[src/rtl/axi_arbiter_pkg.sv]
// Shared types and constants for the two-master AXI4-Lite arbiter.
package axi_arbiter_pkg;

    typedef enum logic [1:0] {
        ST_IDLE = 2'd0,
        ST_RD0  = 2'd1,
        ST_RD1  = 2'd2,
        ST_WR1  = 2'd3
    } state_e;

    localparam logic [1:0] RESP_OKAY   = 2'b00;
    localparam logic [1:0] RESP_SLVERR = 2'b10;
    localparam logic [1:0] RESP_DECERR = 2'b11;

endpackage

[src/rtl/axi_arbiter_rr_arb2.sv]
// Two-way round-robin grant; the pointer flips to favour the other master on each accepted grant.
module axi_arbiter_rr_arb2
    import axi_arbiter_pkg::*;
(
    input  logic clk,
    input  logic rst,
    input  logic i_req0,
    input  logic i_req1,
    input  logic i_accept,
    output logic o_gnt0_c,
    output logic o_gnt1_c
);

    logic r_prefer1;

    always_comb begin
        o_gnt0_c = i_req0 & (~i_req1 | ~r_prefer1);
        o_gnt1_c = i_req1 & (~i_req0 | r_prefer1);
    end

    // After granting M0 prefer M1, after granting M1 prefer M0.
    always_ff @(posedge clk) begin
        if (!rst) begin
            r_prefer1 <= 1'b1;
        end else if (i_accept) begin
            r_prefer1 <= o_gnt0_c;
        end
    end

endmodule

[src/rtl/axi_arbiter.sv]
// Shares one single-beat AXI4-Lite slave port between IFU (M0, read-only) and LSU (M1, read/write).
module axi_arbiter
    import axi_arbiter_pkg::*;
#(
    parameter int unsigned ADDR_WIDTH = 32,
    parameter int unsigned DATA_WIDTH = 32
) (
    input  logic                      clk,
    input  logic                      rst,
    input  logic                      m0_arvalid,
    input  logic [ADDR_WIDTH-1:0]     m0_araddr,
    output logic                      m0_arready,
    output logic                      m0_rvalid,
    output logic [DATA_WIDTH-1:0]     m0_rdata,
    output logic [1:0]                m0_rresp,
    input  logic                      m0_rready,
    input  logic                      m1_arvalid,
    input  logic [ADDR_WIDTH-1:0]     m1_araddr,
    output logic                      m1_arready,
    output logic                      m1_rvalid,
    output logic [DATA_WIDTH-1:0]     m1_rdata,
    output logic [1:0]                m1_rresp,
    input  logic                      m1_rready,
    input  logic                      m1_awvalid,
    input  logic [ADDR_WIDTH-1:0]     m1_awaddr,
    output logic                      m1_awready,
    input  logic                      m1_wvalid,
    input  logic [DATA_WIDTH-1:0]     m1_wdata,
    input  logic [DATA_WIDTH/8-1:0]   m1_wstrb,
    output logic                      m1_wready,
    output logic                      m1_bvalid,
    output logic [1:0]                m1_bresp,
    input  logic                      m1_bready,
    output logic                      s_arvalid,
    output logic [ADDR_WIDTH-1:0]     s_araddr,
    input  logic                      s_arready,
    input  logic                      s_rvalid,
    input  logic [DATA_WIDTH-1:0]     s_rdata,
    input  logic [1:0]                s_rresp,
    output logic                      s_rready,
    output logic                      s_awvalid,
    output logic [ADDR_WIDTH-1:0]     s_awaddr,
    input  logic                      s_awready,
    output logic                      s_wvalid,
    output logic [DATA_WIDTH-1:0]     s_wdata,
    output logic [DATA_WIDTH/8-1:0]   s_wstrb,
    input  logic                      s_wready,
    input  logic                      s_bvalid,
    input  logic [1:0]                s_bresp,
    output logic                      s_bready
);

    state_e r_state;
    state_e w_next;
    logic   w_req0;
    logic   w_req1;
    logic   w_accept;
    logic   w_gnt0;
    logic   w_gnt1;

    assign w_req0   = m0_arvalid;
    assign w_req1   = m1_arvalid | m1_awvalid;
    assign w_accept = (r_state == ST_IDLE) & (w_req0 | w_req1);

    axi_arbiter_rr_arb2 u_rr (
        .clk      (clk),
        .rst      (rst),
        .i_req0   (w_req0),
        .i_req1   (w_req1),
        .i_accept (w_accept),
        .o_gnt0_c (w_gnt0),
        .o_gnt1_c (w_gnt1)
    );

    always_ff @(posedge clk) begin
        if (!rst) begin
            r_state <= ST_IDLE;
        end else begin
            r_state <= w_next;
        end
    end

    // Next state plus channel routing selected by the registered grant; IDLE forwards nothing.
    always_comb begin
        w_next     = r_state;
        m0_arready = 1'b0;
        m0_rvalid  = 1'b0;
        m0_rdata   = '0;
        m0_rresp   = '0;
        m1_arready = 1'b0;
        m1_rvalid  = 1'b0;
        m1_rdata   = '0;
        m1_rresp   = '0;
        m1_awready = 1'b0;
        m1_wready  = 1'b0;
        m1_bvalid  = 1'b0;
        m1_bresp   = '0;
        s_arvalid  = 1'b0;
        s_araddr   = '0;
        s_rready   = 1'b0;
        s_awvalid  = 1'b0;
        s_awaddr   = '0;
        s_wvalid   = 1'b0;
        s_wdata    = '0;
        s_wstrb    = '0;
        s_bready   = 1'b0;
        case (r_state)
            ST_IDLE: begin
                if (w_gnt0) begin
                    w_next = ST_RD0;
                end else if (w_gnt1) begin
                    w_next = m1_arvalid ? ST_RD1 : ST_WR1;
                end
            end
            ST_RD0: begin
                s_arvalid  = m0_arvalid;
                s_araddr   = m0_araddr;
                m0_arready = s_arready;
                m0_rvalid  = s_rvalid;
                m0_rdata   = s_rdata;
                m0_rresp   = s_rresp;
                s_rready   = m0_rready;
                if (s_rvalid & m0_rready) begin
                    w_next = ST_IDLE;
                end
            end
            ST_RD1: begin
                s_arvalid  = m1_arvalid;
                s_araddr   = m1_araddr;
                m1_arready = s_arready;
                m1_rvalid  = s_rvalid;
                m1_rdata   = s_rdata;
                m1_rresp   = s_rresp;
                s_rready   = m1_rready;
                if (s_rvalid & m1_rready) begin
                    w_next = ST_IDLE;
                end
            end
            ST_WR1: begin
                s_awvalid  = m1_awvalid;
                s_awaddr   = m1_awaddr;
                m1_awready = s_awready;
                s_wvalid   = m1_wvalid;
                s_wdata    = m1_wdata;
                s_wstrb    = m1_wstrb;
                m1_wready  = s_wready;
                m1_bvalid  = s_bvalid;
                m1_bresp   = s_bresp;
                s_bready   = m1_bready;
                if (s_bvalid & m1_bready) begin
                    w_next = ST_IDLE;
                end
            end
            default: begin
                w_next = ST_IDLE;
            end
        endcase
    end

endmodule

[config.mk]
export PLATFORM = sky130hd
export DESIGN_NAME = axi_arbiter
export DESIGN_NICKNAME = d
export VERILOG_FILES = /design/src/rtl/axi_arbiter_pkg.sv /design/src/rtl/axi_arbiter_rr_arb2.sv /design/src/rtl/axi_arbiter.sv
export SDC_FILE = /design/constraint.sdc
export NUM_CORES = 1
export LEC_CHECK = 0
export BUFFER_PORTS_ARGS = -buffer_cell sky130_fd_sc_hd__buf_2
export CORE_AREA = 2 2 140 142
export CTS_BUF_LIST = sky130_fd_sc_hd__clkbuf_4
export CTS_CLUSTER_DIAMETER = 30
export DETAILED_ROUTE_END_ITERATION = 8
export DIE_AREA = 0 0 142 144
export PLACE_DENSITY = 0.48
export SKIP_CTS_REPAIR_TIMING = 1
export SYNTH_ARGS = -nofsm -noshare
export SYNTH_HDL_FRONTEND = slang
export SYNTH_SLANG_ARGS = --single-unit
[constraint.sdc]
create_clock -name clk -period 1.7 [get_ports clk]
set_input_delay 0.085 -clock clk [delete_from_list [all_inputs] [get_ports clk]]
set_output_delay 0.085 -clock clk [all_outputs]
set_load 0.05 [all_outputs]
Word-level counts from Yosys, hierarchy flattened. Cells that the tools add are included.

Equality and inequality tests: 7. Multiplexer cells: 28. Bitwise operators: 13. Reduce and logical (&&, ||, !) cells: 2.

Operators by type and width (count): two-way mux 32 bit (4); one-hot mux 32 bit (2 select lines) (1); two-way mux 2 bit (8); two-way mux 1 bit (11); one-hot mux 2 bit (4 select lines) (1); AND 1 bit (6); inequality test 2 bit (second input constant) (3); equality test 2 bit (second input constant) (2); two-way mux 4 bit (1); OR 1 bit (4); one-hot mux 1 bit (2 select lines) (2); AND reduction 4 bit (1); inequality test 3 x 1 -> 1 bit (second input constant) (1); NOT 1 bit (3); equality test 2 x 1 -> 1 bit (second input constant) (1); zero test 2 bit (1).

Register bits: 3. Input port bits: 182. Output and inout bits: 182. Word-level logic and storage cells: 52.

Longest topological paths before layout.
Word-level depth: 6. Mapped depth: 6. Gate-level depth less buffers: 5.

Modules after synthesis. Synthesis repeated with hierarchy kept, for this count alone.

Cell total of the unflattened synthesis: 273. Area total of the unflattened synthesis: 1806.7 um^2.

Modules (own cells, without submodules): axi_arbiter (times used 1, cells each 266, area an instance 1749.2 um^2, sequential area each 40.0 um^2); axi_arbiter_rr_arb2 (times used 1, cells each 7, area an instance 57.6 um^2, sequential area each 20.0 um^2).

Worst setup path before layout. No wires, ideal clock.

Kind: flip-flop to output port. Start point: register r_state[0]. End point: output s_araddr[0]. Arrival: 1757 ps. Data required time: 1615 ps. Slack: -142 ps. Stages on the path, launching flop included: 7. Buffers on the path: 2. Path through: dfxtp_1 > inv_1 > ha_1 > buf_6 > clkbuf_1 > a22oi_1 > nor2b_1.

Longest elaborated chain between the ends: 2. Elaborated cells on any way between the ends: 3. Those cells by class: 2 x eq/ne; 1 x mux.

RTL lines: start: declaration (RTL line axi_arbiter.sv:53) `state_e r_state;`; start signal: assignment (RTL line axi_arbiter.sv:79) `r_state <= w_next;`; equality test 2 bit or equality test 2 x 1 -> 1 bit (tied branches) (RTL line axi_arbiter.sv:107) `case (r_state)`; one-hot mux 32 bit (2 select lines) (*) (RTL line axi_arbiter.sv:107); end: declaration (RTL line axi_arbiter.sv:35) `output logic [ADDR_WIDTH-1:0] s_araddr,`.

Every way passes the cells marked *; elsewhere a longest branch is shown, timed or not.

Final worst setup path.
Start point: register r_state[1]. End point: output s_araddr[25].

The elaborated chain is that of the path after synthesis.

==> impl_results.md <==
* Status: finished, final reports clean
* Number of design rule violations left after detail routing at 0
* Synthesized Nets at 455
* Sequential element share of the synthesized area at 3.39%
* Detail-routed net length per standard cell at 13.1 um
* Share of the core filled with cells in the final layout at 23.2%
* Clock Sinks at 3
* Max-slew headroom at 76.2%
* Worst-Margin Slew at 0.357 ns
* Final number of setup-violating endpoints at 0
* Final WL at 11.3 mm
* Vias in the first global route at 2635
* Effective utilization at floorplan at 9.29%
* Critical path class: reg -> out
* Die H at 144 um
* Total number of H-tree levels at 1
* Die area at 0.0204 mm2
* Time the final worst path needs with I/O delays and setup at 1.64 ns
* Xor/xnor cell area share of the yosys netlist at 0%
* RePlAce Congestion at 0.793
* Share of cell area taken by muxes after synthesis at 1.13%
* Setup_tns at 0 ns
* Worst EP required at 1.62 ns
* Library cell with the largest summed area after synthesis: and2_1
* Via count at 3094
* CTS root buf: clkbuf_4
* Synth Area in Compound Gates at 18.6%
* Post-synth EDFFs at 0
* Avg Cell Area, Syn at 6.59 um2
* Clock input transition at the sequential cells of the worst setup and hold paths at 0.04 ns
* Synth Area in Simple Gates at 67.3%
* I/O Pins at 364
* Worst hold-check path type: in -> reg
* RSZ-0062 raised after global routing: false
* Remaining antenna violation count at 0
* CP bufs+invs at 3
* Total non-filler cell area in the finished layout at 0.00443 mm2
* Share of post-route cells with drive strength above 1 at 69.7%
* # Max-Cap Violations at 0
* Final Skew at 0.000963 ns
* Total routing resource utilization after global routing at 8.95%
* Startpoint types: flop
* Net total in the final layout at 808
* YS warnings at 0
* Power Dens Cells at 1530 mW/mm2
* Number of search-and-repair iterations in the first detailed-routing pass at 4
* Maximum count of clock buffers along a single path at 2
* Cell Area, Placed at 0.00404 mm2
* Post-layout total power at 0.00676 W
* Leakage power of the design at 2.49 nW
* Arrival @ worst endpoint at 1.55 ns
* Final hold vios at 0
* Maximum number of pins on one net before global-route repair at 39
* Yosys top cell area share at 52.3%
* Overflow left after global routing at 0
* FMAX at 0.610 GHz
* 1st-iter DRT viols at 140
* Global-route wire length before repair at 14.5 mm
* Post-synthesis async set-or-reset flop share at 0%
* Buffers added on ports at 363
* Endpoint class of the critical path: output port
* Largest family of logic cells by synthesized area: simple AND/OR/NAND/NOR gates
* Detailed placer's ending HPWL at 9.09 mm
* Placement row count at 51
* Peak supply drop at 478 uV
* Share of the cycle needed by the critical path after routing at 96.4%
* Pins over their slew limit at 0
* Via/cell ratio at 3.60
* Number of antenna violations at the first check in global routing at 0
* Prevailing post-synth register cell: dfxtp_1
* Cell with the largest stage delay on the worst path: dfxtp_4
* Core ar. at 0.0191 mm2
* Worst path top cell family by delay: buffers and inverters
* Most area-consuming cells after synthesis: and2_1 52%, a22oi_1 14%, nor2b_1 12%, clkbuf_1 4.9%, dfxtp_1 3.4%
* Post-synthesis instance area at 0.00177 mm2
* Clock latency reported for the late side of the worst-skew pair at 0.23 ns
* Worst Setup Slack post-DPL at 0.165 ns
* Area grow syn2layout at 150%
* Critical Path Fanout Max at 19
* Die W at 142 um
* Setup WS post-layout at 0.0607 ns
* Distinct cell type count after synthesis at 21
* Instance count of the mapped netlist at 269
* TritonCTS clock tree: done
* Biggest cell delay along the critical path at 0.38 ns
* Post-synthesis adder-cell area fraction at 2.82%
* Number of buffers created by CTS at 3
* Number of flip-flops and latches in the synthesized netlist at 3
* List of cells traversed by the critical path: inv_2 -> ha_4 -> clkbuf_16 -> a22oi_1 -> nor2b_2 -> buf_4
[registers in the layout, summed over array words and instances (netlist names)]
name            cells
r_state             2
u_rr.r_prefer1      1
[cell families (layout without fill, tap and decap cells)]
family / after synthesis / count (layout)
simple gates: 188 / 188
compound gates: 43 / 43
buf+inv: 29 / 381
fa+ha+maj: 4 / 4
flops: 3 / 3
mux: 2 / 2
other cells: 0 / 1
[per-stage QoR]
step           std cells  hold slack (ns)
5_1_grt              859           0.0802
2_1_floorplan        269            0.165
3_5_place_dp         852            0.321
4_1_cts              856           0.0738
3_3_place_gp         852            0.320
6_report             860           0.0751
[cell type report]
cell class	count	area, um2
timing repair buffer	375	2250
inverter	2	7.51
multi-input combinational	237	1770
clock buffer	4	30.0
tap	238	298
sequential	3	67.6
antenna	1	2.50
fill	2131	14700
[report_power, final]
| group | leakage, nW | switching [W] | total (W) | internal, W |
|---|---|---|---|---|
| Sequential | 0.0262 | 0.0000520 | 0.000167 | 0.000115 |
| Clock | 0.0184 | 0.0000385 | 0.000143 | 0.000104 |
| Combinational | 2.44 | 0.00417 | 0.00645 | 0.00228 |
[path summary, 6_finish.rpt]
kind         startpoint             end  slack [ns]  depth (start not counted)
max          r_state[1]    s_araddr[25]        0.06                          6
min                 rst  u_rr.r_prefer1        0.08                          2
max reg2reg  r_state[0]      r_state[1]        0.15                          6
min reg2reg  r_state[1]      r_state[1]        0.52                          2
[routing by layer]
layer  vias up  GRT usage [%]  routed length [um]
met5         -              0                   0
met4         0           1.16                  37
met3         4           1.75                 687
met2       141           15.4                5820
met1      1374           11.9                4730
li1       1575              -                   -
[synthesized netlist by cell type, types with 2 or more instances]
master,count
a21o_1,2
nor2b_1,34
inv_1,2
mux2i_1,2
buf_2,3
and2_1,148
nand2_1,3
a22oi_1,34
clkbuf_1,23
a21boi_1,2
dfxtp_1,3
ha_1,4
[cell usage in the layout, fill, tap and decap left out, types with 4 or more instances in the layout]
cell,instances
buf_2,296
and2_1,148
clkbuf_4,35
nor2b_2,34
buf_4,28
a22oi_1,25
a22oi_2,9
buf_6,9
buf_12,8
ha_4,4
No activity file was read; power rests on OpenSTA's default activity.
